<file path="config.mk">
export PLATFORM = sky130hd
export DESIGN_NAME = data_fetch_load_flat
export DESIGN_NICKNAME = d
export VERILOG_FILES = /design/src/rtl/data_fetch_load_pkg.sv /design/src/rtl/data_fetch_load_if.sv /design/src/rtl/data_fetch_load_counter.sv /design/src/rtl/data_fetch_load.sv /design/src/flat_wrapper.sv
export SDC_FILE = /design/constraint.sdc
export NUM_CORES = 1
export LEC_CHECK = 0
export CAP_MARGIN = 20
export CORE_MARGIN = 4
export CORE_UTILIZATION = 40
export CTS_BUF_LIST = sky130_fd_sc_hd__clkbuf_16
export DETAILED_ROUTE_END_ITERATION = 6
export DONT_BUFFER_PORTS = 1
export GPL_TIMING_DRIVEN = 0
export HOLD_SLACK_MARGIN = 0.08
export SKIP_CTS_REPAIR_TIMING = 1
export SLEW_MARGIN = 25
export SYNTH_ARGS = -nofsm -noshare
export SYNTH_HDL_FRONTEND = slang
export SYNTH_HIERARCHICAL = 1
export SYNTH_SLANG_ARGS = --single-unit
</file>
<file path="constraint.sdc">
create_clock -name CLK -period 4.2 [get_ports CLK]
set_input_delay 0.63 -clock CLK [delete_from_list [all_inputs] [get_ports CLK]]
set_output_delay 0.63 -clock CLK [all_outputs]
set_load 0.005 [all_outputs]
</file>
<file path="src/rtl/data_fetch_load_pkg.sv">
// Shared types and helpers for the matrix load responder.
package data_fetch_pkg;

  localparam int MAX_ELEMS = 16;
  localparam int IDX_W     = $clog2(MAX_ELEMS + 1);

  typedef enum logic [1:0] {
    IDLE    = 2'd0,
    READ    = 2'd1,
    DRAIN   = 2'd2,
    RELEASE = 2'd3
  } fetch_state_t;

  function automatic logic [2:0] dimen_to_n(input logic [1:0] dimen);
    return {1'b0, dimen} + 3'd1;
  endfunction

endpackage

</file>
<file path="src/rtl/data_fetch_load_if.sv">
// Control, memory and PE-side signals of the load responder in one bundle.
interface data_fetch_load_if #(
  parameter int DATA_W = 8,
  parameter int ADDR_W = 8
);
  logic [1:0]        DIMEN;
  logic              ADDR_START;
  logic              ADDR_RST;
  logic [3:0]        ADDRESS;
  logic              MEM_RD_EN;
  logic [ADDR_W-1:0] MEM_ADDR;
  logic [DATA_W-1:0] MEM_RDATA;
  logic [DATA_W-1:0] DATA_OUT;
  logic              DATA_VALID;
  logic [1:0]        ROW;
  logic [1:0]        COL;
  logic              FETCH_DONE;

  modport slave (
    input  DIMEN, ADDR_START, ADDR_RST, ADDRESS, MEM_RDATA,
    output MEM_RD_EN, MEM_ADDR, DATA_OUT, DATA_VALID, ROW, COL, FETCH_DONE
  );

  modport master (
    output DIMEN, ADDR_START, ADDR_RST, ADDRESS, MEM_RDATA,
    input  MEM_RD_EN, MEM_ADDR, DATA_OUT, DATA_VALID, ROW, COL, FETCH_DONE
  );
endinterface

</file>
<file path="src/rtl/data_fetch_load_counter.sv">
// Linear element index plus row/column counters for a row-major N x N walk.
module fetch_index_counter
  import data_fetch_pkg::*;
(
  input  logic             clk,
  input  logic             rst_n,
  input  logic             load,
  input  logic             enable,
  input  logic [2:0]       n,
  output logic [IDX_W-1:0] k,
  output logic [1:0]       row,
  output logic [1:0]       col,
  output logic             last
);

  logic [IDX_W-1:0] k_reg;
  logic [1:0]       row_reg;
  logic [1:0]       col_reg;
  logic             col_wrap;

  assign col_wrap = ({1'b0, col_reg} == (n - 3'd1));

  always_ff @(posedge clk or negedge rst_n) begin
    if (!rst_n) begin
      k_reg   <= '0;
      row_reg <= '0;
      col_reg <= '0;
    end else if (load) begin
      k_reg   <= '0;
      row_reg <= '0;
      col_reg <= '0;
    end else if (enable) begin
      k_reg <= k_reg + 1'b1;
      if (col_wrap) begin
        col_reg <= '0;
        row_reg <= row_reg + 2'd1;
      end else begin
        col_reg <= col_reg + 2'd1;
      end
    end
  end

  assign k    = k_reg;
  assign row  = row_reg;
  assign col  = col_reg;
  assign last = col_wrap && ({1'b0, row_reg} == (n - 3'd1));

endmodule

</file>
<file path="src/rtl/data_fetch_load.sv">
// Load responder: reads an N x N matrix from block memory and streams it to the PEs.
module data_fetch_load
  import data_fetch_pkg::*;
#(
  parameter int DATA_W      = 8,
  parameter int ADDR_W      = 8,
  parameter int BLOCK_WORDS = 16
) (
  input logic               CLK,
  input logic               RSTN,
  data_fetch_load_if.slave  bus
);

  fetch_state_t      state_reg, state_next;
  logic [2:0]        n_reg;
  logic [ADDR_W-1:0] base_reg;
  logic              valid_reg;
  logic              done_reg;
  logic [1:0]        row_reg;
  logic [1:0]        col_reg;

  logic              start_ok;
  logic              rd_en;
  logic              cnt_load;
  logic              cnt_enable;
  logic [IDX_W-1:0]  cnt_k;
  logic [1:0]        cnt_row;
  logic [1:0]        cnt_col;
  logic              cnt_last;

  assign start_ok = bus.ADDR_START && !bus.ADDR_RST;

  fetch_index_counter u_index (
    .clk    (CLK),
    .rst_n  (RSTN),
    .load   (cnt_load),
    .enable (cnt_enable),
    .n      (n_reg),
    .k      (cnt_k),
    .row    (cnt_row),
    .col    (cnt_col),
    .last   (cnt_last)
  );

  always_ff @(posedge CLK or negedge RSTN) begin
    if (!RSTN) begin
      state_reg <= IDLE;
    end else begin
      state_reg <= state_next;
    end
  end

  always_comb begin
    state_next = state_reg;
    if (bus.ADDR_RST) begin
      state_next = IDLE;
    end else begin
      unique case (state_reg)
        IDLE:    if (bus.ADDR_START) state_next = READ;
        READ:    if (cnt_last) state_next = DRAIN;
        DRAIN:   state_next = RELEASE;
        RELEASE: if (!bus.ADDR_START) state_next = IDLE;
        default: state_next = IDLE;
      endcase
    end
  end

  // The counter holds the index being issued, so the address follows it directly.
  always_comb begin
    rd_en      = (state_reg == READ);
    cnt_load   = bus.ADDR_RST || ((state_reg == IDLE) && bus.ADDR_START);
    cnt_enable = rd_en;
  end

  assign bus.MEM_RD_EN = rd_en;
  assign bus.MEM_ADDR  = rd_en ? (base_reg + ADDR_W'(cnt_k)) : '0;

  always_ff @(posedge CLK or negedge RSTN) begin
    if (!RSTN) begin
      n_reg    <= '0;
      base_reg <= '0;
    end else if ((state_reg == IDLE) && start_ok) begin
      n_reg    <= dimen_to_n(bus.DIMEN);
      base_reg <= ADDR_W'(BLOCK_WORDS * int'(bus.ADDRESS));
    end
  end

  // Beat k lines up with the memory's registered read of address base + k.
  always_ff @(posedge CLK or negedge RSTN) begin
    if (!RSTN) begin
      valid_reg <= 1'b0;
      done_reg  <= 1'b0;
      row_reg   <= '0;
      col_reg   <= '0;
    end else begin
      valid_reg <= rd_en && !bus.ADDR_RST;
      done_reg  <= rd_en && cnt_last && !bus.ADDR_RST;
      row_reg   <= rd_en ? cnt_row : 2'd0;
      col_reg   <= rd_en ? cnt_col : 2'd0;
    end
  end

  assign bus.DATA_OUT   = valid_reg ? bus.MEM_RDATA : '0;
  assign bus.DATA_VALID = valid_reg;
  assign bus.FETCH_DONE = done_reg;
  assign bus.ROW        = row_reg;
  assign bus.COL        = col_reg;

endmodule

</file>
<file path="src/flat_wrapper.sv">
// flat-port wrapper written by rule: the top's interface ports become plain ports
module data_fetch_load_flat import data_fetch_pkg::*;
#(
  parameter int DATA_W      = 8,
  parameter int ADDR_W      = 8,
  parameter int BLOCK_WORDS = 16
)
  (CLK, RSTN, bus_DIMEN, bus_ADDR_START, bus_ADDR_RST, bus_ADDRESS, bus_MEM_RDATA, bus_MEM_RD_EN, bus_MEM_ADDR, bus_DATA_OUT, bus_DATA_VALID, bus_ROW, bus_COL, bus_FETCH_DONE);
  data_fetch_load_if #(.DATA_W(DATA_W), .ADDR_W(ADDR_W)) bus_i ();
  input logic CLK;
  input logic RSTN;
  input wire logic [$bits(bus_i.DIMEN)-1:0] bus_DIMEN;
  input wire logic [$bits(bus_i.ADDR_START)-1:0] bus_ADDR_START;
  input wire logic [$bits(bus_i.ADDR_RST)-1:0] bus_ADDR_RST;
  input wire logic [$bits(bus_i.ADDRESS)-1:0] bus_ADDRESS;
  input wire logic [$bits(bus_i.MEM_RDATA)-1:0] bus_MEM_RDATA;
  output wire logic [$bits(bus_i.MEM_RD_EN)-1:0] bus_MEM_RD_EN;
  output wire logic [$bits(bus_i.MEM_ADDR)-1:0] bus_MEM_ADDR;
  output wire logic [$bits(bus_i.DATA_OUT)-1:0] bus_DATA_OUT;
  output wire logic [$bits(bus_i.DATA_VALID)-1:0] bus_DATA_VALID;
  output wire logic [$bits(bus_i.ROW)-1:0] bus_ROW;
  output wire logic [$bits(bus_i.COL)-1:0] bus_COL;
  output wire logic [$bits(bus_i.FETCH_DONE)-1:0] bus_FETCH_DONE;
  assign bus_i.DIMEN = bus_DIMEN;
  assign bus_i.ADDR_START = bus_ADDR_START;
  assign bus_i.ADDR_RST = bus_ADDR_RST;
  assign bus_i.ADDRESS = bus_ADDRESS;
  assign bus_i.MEM_RDATA = bus_MEM_RDATA;
  assign bus_MEM_RD_EN = bus_i.MEM_RD_EN;
  assign bus_MEM_ADDR = bus_i.MEM_ADDR;
  assign bus_DATA_OUT = bus_i.DATA_OUT;
  assign bus_DATA_VALID = bus_i.DATA_VALID;
  assign bus_ROW = bus_i.ROW;
  assign bus_COL = bus_i.COL;
  assign bus_FETCH_DONE = bus_i.FETCH_DONE;
  data_fetch_load #(.DATA_W(DATA_W), .ADDR_W(ADDR_W), .BLOCK_WORDS(BLOCK_WORDS)) u_core (.CLK(CLK), .RSTN(RSTN), .bus(bus_i));
endmodule
</file>
==> flow_metrics.py, run 1 <==
metrics = {
    "run_status": {
        "status": "finished, final reports clean",
    },
    "setup_path": {
        "path_max_fanout": 5,
        "arrival_ps": 2390,
        "critPathLaunchType": "register",
        "required_ps": 4340,
        "critPathCaptureType": "register",
        "crit_type": "register to register",
    },
    "place": {
        "globalplace.congestion": 0.865,
        "dp_slack_ps": 1930,
        "dp.cells": 165,
        "dpl_cell_area_sq_um": 1370,
        "dp_hpwl_mm": 1.82,
        "portBuffers": 0,
    },
    "logic_synthesis": {
        "synth-seq-cells": 24,
        "synth.avg_cell_area_sq_um": 10.8,
        "synthFlopType": "dfrtp_1",
        "ys_warn_count": 6,
        "syn_area_sq_um": 1310,
        "ys_seq_area_share_pct": 45.8,
        "ys_types": 28,
        "ys_async_sr_fraction_pct": 100,
        "synth_cells": 121,
        "synth_edf_count": 0,
        "synthesis.nets": 147,
    },
    "power_and_ir_drop": {
        "p_leak_nw": 0.688,
        "vdd_drop_max_v": 0.000383,
        "power_density_nw_per_um2": 573,
        "finalPower_uw": 841,
    },
    "floorplan": {
        "die_h_um": 65.3,
        "core_area_sq_um": 3100,
        "pin_count": 41,
        "dieWidth_um": 65.3,
        "die_area_sq_um": 4260,
        "num_rows": 20,
        "start_util_pct": 42.3,
    },
    "global_route": {
        "grt-ovfl-total": 0,
        "first_global_vias": 943,
        "grt_pass1_wl_mm": 4.24,
        "grt_start_max_net_pins": 25,
        "track_usage_pct": 12.9,
        "antenna_found_initial": 0,
    },
    "sta": {
        "skew_ps": 4.42,
        "rsz0062_at_grt": "false",
        "postLayoutSetupSlackWorst_ps": 1950,
        "finalSetupTns_ps": 0,
        "whs_ps": 186,
        "finalCriticalPeriod_ps": 2250,
        "hold_violations": 0,
        "tightest_slew_ps": 422,
        "slew_headroom_pct": 71.8,
        "max_freq_mhz": 444,
        "min_period_over_period_pct": 53.6,
        "drv_slew": 0,
        "setup_viol": 0,
    },
    "cells_and_area": {
        "finish.utilization_pct": 47.3,
        "largest_reg_flops": 5,
        "synthToLayoutAreaGrowth_pct": 11.7,
        "fin_nets": 153,
        "fin_cells": 170,
        "fin_area_sq_um": 1470,
        "final_layout_size_suffix_gt1_share_pct": 11.1,
        "num_antenna_cells": 0,
    },
    "job": {
        "maxCapViolations": 0,
    },
    "clock_network": {
        "root_buffer": "clkbuf_16",
        "ctsHtreeMaxLevel": 1,
        "clockBufferDepth": 2,
        "numCtsBuffers": 3,
        "cts.sinks": 24,
        "clk_pin_slew_ps": 60,
        "clk_latency_ps": 250,
        "cts_tree": "built",
    },
    "route": {
        "routed_wl_mm": 2.37,
        "drt_iter0_drc": 19,
        "vias": 841,
        "wl_per_cell_um": 14.0,
        "ant_nets": 0,
        "firstDrtPassIters": 4,
        "drcViolationCount": 0,
        "vias_per_cell": 4.95,
    },
    "worst_hold_path": {
        "min_path_type": "input pin to asynchronous set/reset pin",
    },
}
[worst max-delay path, stage by stage (launching register included)]
cell and delay (ps):
dfrtp_1 430, inv_1 60, ha_1 370, xor2_1 230, nand4_1 110, nor2_1 150, inv_1 70, a221oi_2 350
mux2_1 360
[cells in the mapped netlist (2+ instances only)]
master | number | area [sq um]
and2_1 | 21 | 131
mux2_2 | 6 | 67.6
nor2_1 | 11 | 41.3
nor2b_1 | 3 | 18.8
mux2i_1 | 2 | 20.0
mux2_1 | 3 | 33.8
nand4_1 | 3 | 18.8
ha_1 | 8 | 100
xnor2_1 | 5 | 43.8
nand3_1 | 2 | 10.0
nand2_1 | 3 | 11.3
dfrtp_1 | 24 | 601
xor2_1 | 8 | 70.1
nand2b_1 | 2 | 12.5
inv_1 | 5 | 18.8
nor4_1 | 2 | 12.5
clkbuf_1 | 2 | 7.51
[power by group]
part | internal, mW | total, mW | switching, mW | leakage (nW)
Sequential | 0.285 | 0.338 | 0.0532 | 0.319
Combinational | 0.142 | 0.300 | 0.159 | 0.331
Clock | 0.127 | 0.202 | 0.0749 | 0.0385
Total | 0.554 | 0.841 | 0.287 | 0.688
[layout make-up]
class / count / area (sq um)
multi-input combinational: 89 / 681
timing repair buffer: 1 / 20.0
clock buffer: 3 / 75.1
fill: 308 / 1640
inverter: 5 / 18.8
sequential: 24 / 601
clock inverter: 1 / 3.75
tap: 44 / 55.1
buffer: 3 / 12.5
[final timing paths]
path | start | endpoint | slack, ps | depth (start not counted)
max | u_core/n_reg[0]$_DFFE_PN0P_ | u_core/state_reg[0]$_DFFE_PN0P_ | 1950 | 8
min | RSTN | u_core/state_reg[0]$_DFFE_PN0P_ | 190 | 1
max reg2reg | u_core/n_reg[0]$_DFFE_PN0P_ | u_core/state_reg[0]$_DFFE_PN0P_ | 1950 | 8
min reg2reg | u_core/n_reg[1]$_DFFE_PN0P_ | u_core/n_reg[1]$_DFFE_PN0P_ | 510 | 1
max in group asynchronous | RSTN | u_core/bus.COL[0]$_DFF_PN0_ | 3870 | 1
min in group CLK | bus_ADDR_RST | u_core/bus.DATA_VALID$_DFF_PN0_ | 450 | 1
[kinds of logic after synthesis]
| family | share of synthesized area (%) |
|---|---|
| xor+xnor | 8.67 |
| flops | 45.8 |
| simple gates | 23.2 |
| mux | 9.25 |
| buf+inv | 2.38 |
| fa+ha+maj | 7.63 |
| compound gates | 3.15 |
[layer usage]
metal | up-vias | track usage, % | part of all wire (%)
met5 | - | 0 | 0
met4 | 0 | 3.11 | 0.76
met3 | 2 | 5.47 | 8.5
met2 | 35 | 21.7 | 46
met1 | 394 | 15.2 | 45
li1 | 410 | - | -
[cells in the final DEF (no fill, tap or decap), types with 3 or more instances in the layout]
cell type  instances
clkbuf_16          3
nor2b_1            3
nand2_1            3
inv_1              5
dfrtp_1           24
mux2_1             3
xnor2_1            5
and2_1            21
nand4_1            3
nor2_1            11
mux2_2             6
ha_1               8
xor2_1             8
(Power assumes the default switching activity.)
==> inputs of run 2 (changes only) <==
- clock period: 4.2 -> 2.1 ns (I/O delays scaled with it)
==> run 2 against run 1 <==
Against the previous run:
- total power up 110%
- clock skew about the same
- cell count up 1.8%
- via count up 2.3%
- flip-flop and latch count unchanged
- critical path depth unchanged
- non-clock buffer count up 3
- fmax up 7.8%
==> flow_metrics.py, run 2 (synthesis gave the netlist of run 1 again) <==
metrics = {
    "route": {
        "wl_met3_um": 216,
        "top_layer": "met4",
        "met1_length_mm": 1.08,
        "drcViolationCount": 0,
        "drt_iter0_drc": 13,
        "vias_per_cell": 4.97,
        "wl_met2_mm": 1.13,
        "vias": 860,
        "firstDrtPassIters": 4,
        "ant_nets": 0,
        "routed_wl_mm": 2.45,
        "wl_per_cell_um": 14.2,
    },
    "clock_network": {
        "cts.sinks": 24,
        "clockBufferDepth": 2,
        "numCtsBuffers": 3,
        "cts_tree": "built",
        "root_buffer": "clkbuf_16",
        "ctsHtreeMaxLevel": 1,
        "clk_latency_ps": 250,
        "clk_pin_slew_ps": 60,
    },
    "setup_path": {
        "worst-path-stages": 8,
        "critPathCaptureType": "register",
        "path_cells": "inv_1 > ha_4 > xor2_2 > nand4_1 > nor2_2 > inv_1 > a221oi_4 > mux2_1",
        "slowest_stage": "dfrtp_2",
        "critPathLaunchType": "register",
        "slowest_delay_ps": 400,
        "crit_top_cell": "inv_1",
        "path_buf_inv": 2,
        "required_ps": 2240,
        "crit_family": "flip-flops",
        "crit_type": "register to register",
        "arrival_ps": 2220,
        "path_max_fanout": 5,
        "rr_worst_depth": 8,
        "rrSetupSlack_ps": 10,
    },
    "floorplan": {
        "dieWidth_um": 65.3,
        "die_h_um": 65.3,
        "pin_count": 41,
        "num_rows": 20,
        "core_area_sq_um": 3100,
        "start_util_pct": 42.3,
        "die_area_sq_um": 4260,
    },
    "sta": {
        "slew_headroom_pct": 76.1,
        "min_period_over_period_pct": 99.4,
        "rsz0062_at_grt": "true",
        "tightest_slew_ps": 359,
        "max_freq_mhz": 479,
        "drv_slew": 0,
        "setup_viol": 0,
        "postLayoutSetupSlackWorst_ps": 12.7,
        "skew_ps": 4.10,
        "finalCriticalPeriod_ps": 2090,
        "hold_violations": 0,
        "whs_ps": 136,
    },
    "cells_and_area": {
        "final_layout_size_suffix_gt1_share_pct": 17.1,
        "layout_common_cells": "dfrtp_1, and2_1, nor2_1",
        "num_antenna_cells": 0,
        "num-fill-cells": 303,
        "largest_reg_flops": 5,
        "synthToLayoutAreaGrowth_pct": 16.5,
        "fin_cells": 173,
        "fin_nets": 156,
        "final_common_cell": "dfrtp_1",
    },
    "worst_hold_path": {
        "whs_path_depth": 1,
        "min_path_type": "input pin to register",
    },
    "power_and_ir_drop": {
        "vdd_drop_max_v": 0.000783,
        "finalPower_mw": 1.79,
        "power_density_nw_per_um2": 1170,
        "p_leak_nw": 0.710,
    },
    "global_route": {
        "grt_start_max_net_pins": 25,
        "grt-ovfl-total": 0,
        "antenna_found_initial": 0,
        "track_usage_pct": 12.9,
        "grt_pass1_wl_mm": 4.24,
        "first_global_vias": 943,
    },
    "place": {
        "dp.cells": 165,
        "portBuffers": 0,
        "globalplace.congestion": 0.865,
        "dp_slack_ps": -169,
        "dp_hpwl_mm": 1.82,
    },
    "job": {
        "maxCapViolations": 0,
    },
    "run_status": {
        "status": "finished, final reports clean",
    },
}
-- run 2: worst paths after layout --
check                                            start                              end
max                        u_core/n_reg[0]$_DFFE_PN0P_  u_core/state_reg[0]$_DFFE_PN0P_
min                                       bus_ADDR_RST  u_core/bus.DATA_VALID$_DFF_PN0_
max reg2reg                u_core/n_reg[0]$_DFFE_PN0P_  u_core/state_reg[0]$_DFFE_PN0P_
min reg2reg                u_core/n_reg[1]$_DFFE_PN0P_      u_core/n_reg[1]$_DFFE_PN0P_
max in group asynchronous                         RSTN      u_core/n_reg[0]$_DFFE_PN0P_
min in group asynchronous                         RSTN  u_core/state_reg[0]$_DFFE_PN0P_
-- run 2: layer usage --
metal | track usage [%] | vias up
met5 | 0 | -
met4 | 3.11 | 0
met3 | 5.47 | 2
met2 | 21.7 | 39
met1 | 15.2 | 404
li1 | - | 415
-- run 2: metrics by stage --
stage | instance area (sq um) | util [%] | TNS [ps]
CTS | 1450 | 46.6 | -211
global route | 1530 | 49.3 | -111
finish | 1530 | 49.3 | 0
detailed placement | 1370 | 44.1 | -174
global placement | 1370 | 44.1 | -70.9
floorplan | 1310 | - | 0
-- run 2: worst register-to-register path: stages (launching register included) --
cell and delay (ps):
dfrtp_2 400, inv_1 80, ha_4 300, xor2_2 160, nand4_1 140, nor2_2 140, inv_1 80, a221oi_4 310
mux2_1 360
-- run 2: layout make-up --
cell class / count / area (sq um) / area share, %
flip-flops and latches: 24 / 602 / 39.4
repair buffers: 4 / 45.0 / 2.95
inverters: 5 / 18.8 / 1.23
multi-input cells: 89 / 714 / 46.7
well taps: 44 / 55.1 / 3.60
clock buffers: 3 / 75.1 / 4.91
plain buffers: 3 / 15.0 / 0.982
clock inverters: 1 / 3.75 / 0.245
-- run 2: power breakdown --
part,total (mW),switching [mW],internal [mW]
clock network,0.403,0.149,0.254
registers,0.678,0.105,0.572
logic,0.712,0.356,0.356
total,1.79,0.611,1.18
